===== src/rtl/keccak_pkg.sv =====
// keccak_pkg: constants, state encoding and helper functions that the
// Keccak-f[1600] round-constant generator and its LFSR share.
//   KECCAK_ROUNDS      rounds in a full Keccak-f[1600] permutation
//   LANE_W             width of one state lane
//   RC_BITS_PER_ROUND  rc(t) bits consumed per round constant
//   RC_LFSR_SEED/TAPS  rc(t) LFSR seed and feedback mask
package keccak_pkg;

  localparam int KECCAK_ROUNDS     = 24;
  localparam int LANE_W            = 64;
  localparam int RC_BITS_PER_ROUND = 7;

  localparam logic [7:0] RC_LFSR_SEED = 8'h01;
  localparam logic [7:0] RC_LFSR_TAPS = 8'h71;

  typedef enum logic [1:0] {
    IDLE,
    GEN,
    OFFER
  } rc_state_t;

  // One rc(t) step: shift left and fold the shifted-out bit back through
  // the taps (x^8 = x^6 + x^5 + x^4 + 1).
  function automatic logic [7:0] rc_lfsr_next(input logic [7:0] r);
    return {r[6:0], 1'b0} ^ (r[7] ? RC_LFSR_TAPS : 8'h00);
  endfunction

  // Lane bit written by step j of a round: 2^j - 1 (0, 1, 3, 7, 15, 31, 63).
  function automatic logic [5:0] rc_bit_pos(input logic [2:0] j);
    return 6'((7'd1 << j) - 7'd1);
  endfunction

endpackage


===== src/rtl/rc_lfsr.sv =====
// rc_lfsr: 8-bit rc(t) LFSR.
//   clk, rst_n  clock, asynchronous active-low reset (resets to the seed)
//   load_i      reload the seed (wins over step_i)
//   step_i      advance one step
//   bit_o       current output bit rc(t) = R[0]
module rc_lfsr
  import keccak_pkg::*;
(
  input  logic clk,
  input  logic rst_n,
  input  logic load_i,
  input  logic step_i,
  output logic bit_o
);

  logic [7:0] r_q;
  logic [7:0] r_d;

  always_comb begin
    r_d = r_q;
    if (load_i)      r_d = RC_LFSR_SEED;
    else if (step_i) r_d = rc_lfsr_next(r_q);
  end

  // NOTE: flops take non-blocking assignments so every register samples
  // pre-edge values regardless of process evaluation order.
  always_ff @(posedge clk or negedge rst_n) begin
    if (!rst_n) r_q <= RC_LFSR_SEED;
    else        r_q <= r_d;
  end

  assign bit_o = r_q[0];

endmodule


===== src/rtl/keccak_rc_gen.sv =====
// keccak_rc_gen: sequential Keccak-f[1600] round-constant generator.
// Builds RC[r] one rc(t) bit per cycle (7 cycles per round) and offers it
// with its round index over a valid/ready handshake to the Iota step.
//   clk, rst_n  clock, asynchronous active-low reset
//   start       begin a new sequence (sampled only in IDLE)
//   abort       synchronous return to IDLE, overrides start and handshake
//   rc_ready    consumer accepts the offered constant
//   rc_valid    rc_lane/rc_round hold a valid constant
//   rc_lane     RC[r], bit k is lane bit k
//   rc_round    round index r of the offered constant
//   busy        high whenever not IDLE
//   done        one-cycle pulse after the last constant is accepted
module keccak_rc_gen
  import keccak_pkg::*;
#(
  parameter int NUM_ROUNDS = KECCAK_ROUNDS
) (
  input  logic              clk,
  input  logic              rst_n,
  input  logic              start,
  input  logic              abort,
  input  logic              rc_ready,
  output logic              rc_valid,
  output logic [LANE_W-1:0] rc_lane,
  output logic [4:0]        rc_round,
  output logic              busy,
  output logic              done
);

  localparam logic [4:0] LAST_ROUND = 5'(NUM_ROUNDS - 1);
  localparam logic [2:0] LAST_STEP  = 3'(RC_BITS_PER_ROUND - 1);

  rc_state_t         state_q, state_d;
  logic [4:0]        round_q, round_d;
  logic [2:0]        step_q,  step_d;
  logic [LANE_W-1:0] lane_q,  lane_d;
  logic              done_q,  done_d;

  logic lfsr_load;
  logic lfsr_step;
  logic lfsr_bit;

  rc_lfsr u_lfsr (
    .clk    (clk),
    .rst_n  (rst_n),
    .load_i (lfsr_load),
    .step_i (lfsr_step),
    .bit_o  (lfsr_bit)
  );

  always_comb begin
    // NOTE: every signal gets its hold/idle value first, so no path through
    // the case below can leave one unassigned and infer a latch.
    state_d   = state_q;
    round_d   = round_q;
    step_d    = step_q;
    lane_d    = lane_q;
    done_d    = 1'b0;
    lfsr_load = 1'b0;
    lfsr_step = 1'b0;

    if (abort) begin
      // Nothing else moves: an offered constant is not transferred and the
      // LFSR is left alone; the next start reseeds it anyway.
      state_d = IDLE;
    end else begin
      unique case (state_q)
        IDLE: begin
          if (start) begin
            lfsr_load = 1'b1;
            round_d   = '0;
            step_d    = '0;
            lane_d    = '0;
            state_d   = GEN;
          end
        end
        GEN: begin
          lane_d[rc_bit_pos(step_q)] = lfsr_bit;
          lfsr_step = 1'b1;
          if (step_q == LAST_STEP) state_d = OFFER;
          else                     step_d  = step_q + 3'd1;
        end
        OFFER: begin
          if (rc_ready) begin
            if (round_q == LAST_ROUND) begin
              state_d = IDLE;
              done_d  = 1'b1;
            end else begin
              round_d = round_q + 5'd1;
              lane_d  = '0;
              step_d  = '0;
              state_d = GEN;
            end
          end
        end
        default: state_d = IDLE;
      endcase
    end
  end

  always_ff @(posedge clk or negedge rst_n) begin
    if (!rst_n) begin
      state_q <= IDLE;
      round_q <= '0;
      step_q  <= '0;
      lane_q  <= '0;
      done_q  <= 1'b0;
    end else begin
      state_q <= state_d;
      round_q <= round_d;
      step_q  <= step_d;
      lane_q  <= lane_d;
      done_q  <= done_d;
    end
  end

  // Outputs decode registers only; no input reaches them combinationally.
  assign rc_valid = (state_q == OFFER);
  assign busy     = (state_q != IDLE);
  assign rc_lane  = lane_q;
  assign rc_round = round_q;
  assign done     = done_q;

endmodule


===== config.mk =====
export PLATFORM = sky130hd
export DESIGN_NAME = keccak_rc_gen
export DESIGN_NICKNAME = d
export VERILOG_FILES = /design/src/rtl/keccak_pkg.sv /design/src/rtl/rc_lfsr.sv /design/src/rtl/keccak_rc_gen.sv
export SDC_FILE = /design/constraint.sdc
export NUM_CORES = 1
export LEC_CHECK = 0
export BUFFER_PORTS_ARGS = -buffer_cell sky130_fd_sc_hd__buf_4
export CORE_MARGIN = 2
export CORE_UTILIZATION = 35
export DETAILED_ROUTE_END_ITERATION = 10
export MAX_ROUTING_LAYER = met4
export PLACE_DENSITY = 0.57
export SKIP_CTS_REPAIR_TIMING = 1
export SYNTH_ARGS = -nofsm -noshare
export SYNTH_HDL_FRONTEND = slang
export SYNTH_SLANG_ARGS = --single-unit

===== constraint.sdc =====
create_clock -name clk -period 1.9 [get_ports clk]
set_input_delay 0.19 -clock clk [delete_from_list [all_inputs] [get_ports clk]]
set_output_delay 0.19 -clock clk [all_outputs]
set_load 0.02 [all_outputs]

Yosys cells after proc, flatten, opt, wreduce, memory -nomap -nowiden
Index checks and enable logic that the tools add are counted.
{ "op_classes": {"addsub": 3, "order_cmp": 2, "eq_ne": 11, "n_shift": 1, "n_mux": 34, "n_bitwise": 2, "n_reduce_logical": 10} }
{ "op_table": {"columns": ["cell", "n"], "rows": [
  ["$mux 64", 3],
  ["$pmux 64 s3", 1],
  ["$bwmux 64", 1],
  ["$mux 8", 2],
  ["$mux 5", 3],
  ["$mux 3", 4],
  ["$mux 1", 11],
  ["$pmux 5 s2", 1],
  ["$reduce_and 5->1", 2],
  ["$ne 3x3->1 const B", 3],
  ["$pmux 3 s3", 1],
  ["$mux 2", 4],
  ["$ne 2x2->1 const B", 4],
  ["$xor 8x8->8", 1],
  ["$lt 6x7->1 const B", 1],
  ["$mux 7", 1],
  ["$demux 1 s6", 1],
  ["$ge 6x1->1 const B", 1],
  ["$pmux 2 s3", 1],
  ["$reduce_and 6->1", 1],
  ["$reduce_bool 2->1", 3],
  ["$shl 1x3->6 const A", 1],
  ["$sub 6x1->6 const B", 1],
  ["$add 5x1->5 const B", 1],
  ["other kinds (10)", 10]
]} }
{ "totals": {"reg_bits": 83, "inputBits": 5, "elab_cells": 69} }

Depth between registers and ports, before layout
{ "logic_depth": {"ltp_word": 8, "ltp_mapped": 8, "depth_no_buf": 8} }

Cells and area by module
A second synthesis with hierarchy kept.
{ "unflattened": {"hier_cells": 382, "area_unflattened_um2": 4011.3} }
{ "modules_own_cells": {"columns": ["mod", "n_inst", "cells_each", "area_per_inst_um2", "seq_area_each_um2"], "rows": [
  ["keccak_rc_gen", 1, 352, 3662.3, 1876.8],
  ["rc_lfsr", 1, 30, 349.1, 201.4]
]} }

Least setup slack after synthesis
No wires, ideal clock.
{ "synth_timing": {"path_kind": "register to register", "from": "register step_q[1]", "to": "register lane_q[27] (netlist: rc_lane[27])", "setup_ps": 140, "t_arrival_ps": 1896, "t_required_ps": 1760, "setup_slack_ps": -136, "path_stages_with_launch": 7, "period_less_slack_ps": 2036, "cell_sequence": "dfrtp_1 inv_1 ha_1 clkbuf_1 or4_1 o311ai_0 o41ai_1"} }
{ "synth_between": {"elab_chain_len": 8, "elab_cells_between_ends": 9, "classes_between": "1 x add/sub; 2 x order compare; 1 x shift; 4 x mux; 1 x reduce/logical"} }
{ "synth_rtl": {"columns": ["item", "line_no", "rtl"], "rows": [
  ["from (decl)", "keccak_rc_gen.sv:35", "logic [2:0] step_q, step_d;"],
  ["from (signal assigned)", "keccak_rc_gen.sv:111", "step_q <= step_d;"],
  ["$shl 1x3->6 (*)", "keccak_pkg.sv:30", "return 6'((7'd1 << j) - 7'd1);"],
  ["$sub 6x1->6 (*)", "keccak_pkg.sv:30", null],
  ["$lt 6x7->1 (not written as such) / $ge 6x1->1 (equally long branches)", "keccak_rc_gen.sv:78", "lane_d[rc_bit_pos(step_q)] = lfsr_bit;"],
  ["$logic_and 1x1->1 (not written as such)", "keccak_rc_gen.sv:78", null],
  ["$mux 1 (not written as such)", "keccak_rc_gen.sv:78", null],
  ["$demux 1 s6 (*)", "keccak_rc_gen.sv:78", null],
  ["$bwmux 64 (*)", "keccak_rc_gen.sv:78", null],
  ["$pmux 64 s3 (*)", "keccak_rc_gen.sv:67", "unique case (state_q)"],
  ["to (signal assigned)", "keccak_rc_gen.sv:112", "lane_q <= lane_d;"],
  ["to (decl)", "keccak_rc_gen.sv:36", "logic [LANE_W-1:0] lane_q, lane_d;"]
]} }
Every way passes the cells marked *; elsewhere a longest branch is shown, timed or not.
A chain may end at the register's enable or synchronous reset.

Worst setup path after layout
{ "layout_timing": {"from": "register step_q[1]", "to": "register lane_q[3] (netlist: rc_lane[3])"} }
The elaborated chain is that of the path after synthesis.

==> flow_summary_export.csv <==
group,metric,value,unit
sta,max_slew.worst_pin.slew,0.388,ns
sta,setup_total_negative_slack,0,ns
sta,fin_crit,1.89,ns
flow_run,cap_violations,0,
synth,ys_dominant_reg_cell,"sky130_fd_sc_hd__dfrtp_1",
power_and_ir_drop,power.density,778,nW/um2
floorplan,die_height,107,um
setup_path,crit_path_max_fanout,7,
outcome,run_status,"completed",
sta,post-route-period-util,99.6,%
global_route,grt_pass1_wl,14500,um
cts,cts_tree,"yes",
sta,fmaxAchievable,529,MHz
floorplan,io_pins,77,
synth,flop_and_latch_count_out_of_synthesis,83,
global_route,met2_usage,23.0,%
sta,worst_hold_slack,0.0357,ns
route,dr.pass1.iters,4,
final_layout,layout_common_cells,"sky130_fd_sc_hd__buf_4 (111), sky130_fd_sc_hd__dfrtp_1 (81), sky130_fd_sc_hd__nand2_1 (32)",
floorplan,design.die.area,11400,um2
place,routabilityCongestion,0.823,
cts,path_clk_slew,0.08,ns
route,via_per_inst,5.06,
sta,fin_worst_skew,0.00694,ns
floorplan,floorplan.die.width,107,um
sta,unrepaired_setup_endpoints_after_global_routing,"yes",
global_route,grt.total_usage,16.9,%
route,drc_errors,0,
final_layout,final_nets,448,
cts,cts-htree-levels,3,
power_and_ir_drop,power_leakage,2.37,nW
floorplan,start_util,35.9,%
global_route,top_usage_layer,"met1",
route,vias,2902,
cts,insertion_delay,0.35,ns
final_layout,final_common_cell,"sky130_fd_sc_hd__buf_4",
final_layout,finish.utilization,50.7,%
synth,synthesis.yosys.warnings,0,
floorplan,rows,37,
power_and_ir_drop,seq_power_share,46.5,%
sta,setup_viol_count_final,0,
cts,largest_buffer_count_on_any_clock_path,2,
power_and_ir_drop,total_power,4.07,mW
power_and_ir_drop,net-switching-power,1.30,mW
sta,setup_slack,0.00811,ns
synth,synthDominantCellAreaShare,55.3,%
sta,max-slew-margin-rel,74.1,%
final_layout,ratio_of_cells_with_drive_above_1_in_the_final_layout,42.9,%
power_and_ir_drop,vdd_ir_drop_max,0.339,mV
global_route,grt_antenna_before_repair,0,
place,place.detailed.hpwl,6060,um
global_route,overflow,0,
synth,syn_avg_cell_area,11.4,um2
place,portBuffers,76,
global_route,grt_util_met3,3.53,%
synth,post_synthesis_async_set_or_reset_flop_share,100,%
synth,seq_area_frac_synth,56.1,%
sta,slew_viol_final,0,
global_route,pin_count_of_the_biggest_net_entering_global_routing,53,
synth,post_synth_main_area_contributors,"sky130_fd_sc_hd__dfrtp_1 (55%), sky130_fd_sc_hd__mux2i_1 (6.2%), sky130_fd_sc_hd__and2_1 (5.1%)",
global_route,use_met1,25.0,%
synth,synth_largest_area_cell,"sky130_fd_sc_hd__dfrtp_1",
synth,synth_edf_count,0,
cts,clk_root_buffer_cell,"sky130_fd_sc_hd__clkbuf_8",
hold_path,worst_hold_path_type,"primary input to flop",
setup_path,worst_ep_arrival_time,2.14,ns
synth,syn-instance-count,325,
setup_path,critical_setup_path_kind,"flop to flop",
cts,clock_sink_count,83,
route,post_drt_wl_per_cell,16.3,um
synth,synth_fp_nets,339,
setup_path,endpoint_kind,"flop",
power_and_ir_drop,intPower,2.77,mW
synth,synth_area,3710,um2
floorplan,fp.coreArea,10300,um2
route,drtIter0Drc,121,
route,routed_wire_length,9370,um
setup_path,timing.critical_path.from_type,"flop",
setup_path,cp_data_required_time,2.15,ns
final_layout,diodes,0,
power_and_ir_drop,sw_share,31.9,%
synth,synth.lib_cells_used.distinct,47,
global_route,vias_in_the_first_global_route,2742,
cts,cts-buffers-inserted,9,
place,dp_slack,-0.169,ns
route,drt.antenna.violating_nets,0,
final_layout,area_growth,41.1,%
power_and_ir_drop,clockPowerShare,27.7,%
power_and_ir_drop,combinationalPowerShare,25.8,%
sta,finalHoldViolCount,0,
power groups by stage:
stage / logic, mW / registers, mW / clock network [mW]
2_1_floorplan: 0.428 / 1.94 / 0
3_3_place_gp: 0.766 / 1.92 / 0
3_5_place_dp: 0.778 / 1.93 / 0
4_1_cts: 0.782 / 1.90 / 1.17
5_1_grt: 1.14 / 1.90 / 1.26
6_report: 1.05 / 1.89 / 1.13
Yosys cell counts (2+ instances only):
cell,instances
sky130_fd_sc_hd__nand2_1,36
sky130_fd_sc_hd__dfrtp_1,82
sky130_fd_sc_hd__and2_1,30
sky130_fd_sc_hd__o21ai_0,6
sky130_fd_sc_hd__nor3b_1,6
sky130_fd_sc_hd__nand2b_1,2
sky130_fd_sc_hd__nand4_1,3
sky130_fd_sc_hd__nor2b_1,7
sky130_fd_sc_hd__a21oi_1,2
sky130_fd_sc_hd__clkbuf_1,17
sky130_fd_sc_hd__or3_1,2
sky130_fd_sc_hd__o211ai_1,2
sky130_fd_sc_hd__ha_1,9
sky130_fd_sc_hd__a22o_1,2
sky130_fd_sc_hd__a211oi_1,14
sky130_fd_sc_hd__o41ai_1,12
sky130_fd_sc_hd__mux2i_1,23
sky130_fd_sc_hd__nand3_1,4
sky130_fd_sc_hd__buf_2,5
sky130_fd_sc_hd__nor4b_2,2
sky130_fd_sc_hd__o311ai_0,11
sky130_fd_sc_hd__inv_1,9
sky130_fd_sc_hd__nor2_1,9
sky130_fd_sc_hd__xnor2_1,4
sky130_fd_sc_hd__a211o_1,2
sky130_fd_sc_hd__nor4_1,3
path summary, 6_finish.rpt:
| path | startpoint | endpoint | slack, ns | cells past startpoint |
|---|---|---|---|---|
| min | abort | state_q[1]$_DFFE_PN0P_ | 0.04 | 2 |
| max reg2reg | step_q[1]$_DFFE_PN0P_ | rc_lane[3]$_DFFE_PN0P_ | 0.008 | 6 |
| max in group asynchronous | rst_n | rc_lane[24]$_DFFE_PN0P_ | 0.94 | 3 |
| max | step_q[1]$_DFFE_PN0P_ | rc_lane[3]$_DFFE_PN0P_ | 0.008 | 6 |
| min in group asynchronous | rst_n | rc_round[4]$_DFFE_PN0P_ | 0.29 | 2 |
| min reg2reg | rc_lane[22]$_DFFE_PN0P_ | rc_lane[22]$_DFFE_PN0P_ | 0.49 | 1 |
final cells by class:
cell class	instances	area, um2
multi-input cells	210	1780
well taps	136	170
clock buffers	10	128
flip-flops and latches	83	2080
fillers	934	5090
clock inverters	5	41.3
repair buffers	121	1000
inverters	9	33.8
per-stage QoR:
stage	cells	instance area (um2)
floorplan	325	3710
global placement	550	4680
detailed placement	550	4680
CTS	565	4850
global route	574	5230
finish	574	5230
critical path, cell delays in order (launching register included):
cell and delay (ns):
sky130_fd_sc_hd__dfrtp_2 0.44, sky130_fd_sc_hd__buf_4 0.16, sky130_fd_sc_hd__ha_4 0.19, sky130_fd_sc_hd__nor4_4 0.26, sky130_fd_sc_hd__o21ai_2 0.19, sky130_fd_sc_hd__a211o_1 0.32, sky130_fd_sc_hd__a31o_2 0.24
state kept, by name (all words and copies together), names as in the netlist:
name,count
step_q,3
u_lfsr.r_q,8
done,1
rc_round,5
rc_lane,64
state_q,2
cell families after synthesis:
group                      Yosys count  share of synthesized area (%)
AOI/OAI and AO/OA                   61                           13.1
xor gates and xnor gates             5                           1.18
adders and majority gates            9                           3.04
buffers and inverters               32                           3.51
DFF                                 83                           56.1
muxes                               23                           6.21
and+or+nand+nor                    112                           16.9
metal layers:
metal,part of all wire [%],routed length [um]
met3,3.5,331
met1,51,4830
met5,0,0
met4,1.2,113
met2,44,4100
(Power assumes the default switching activity.)
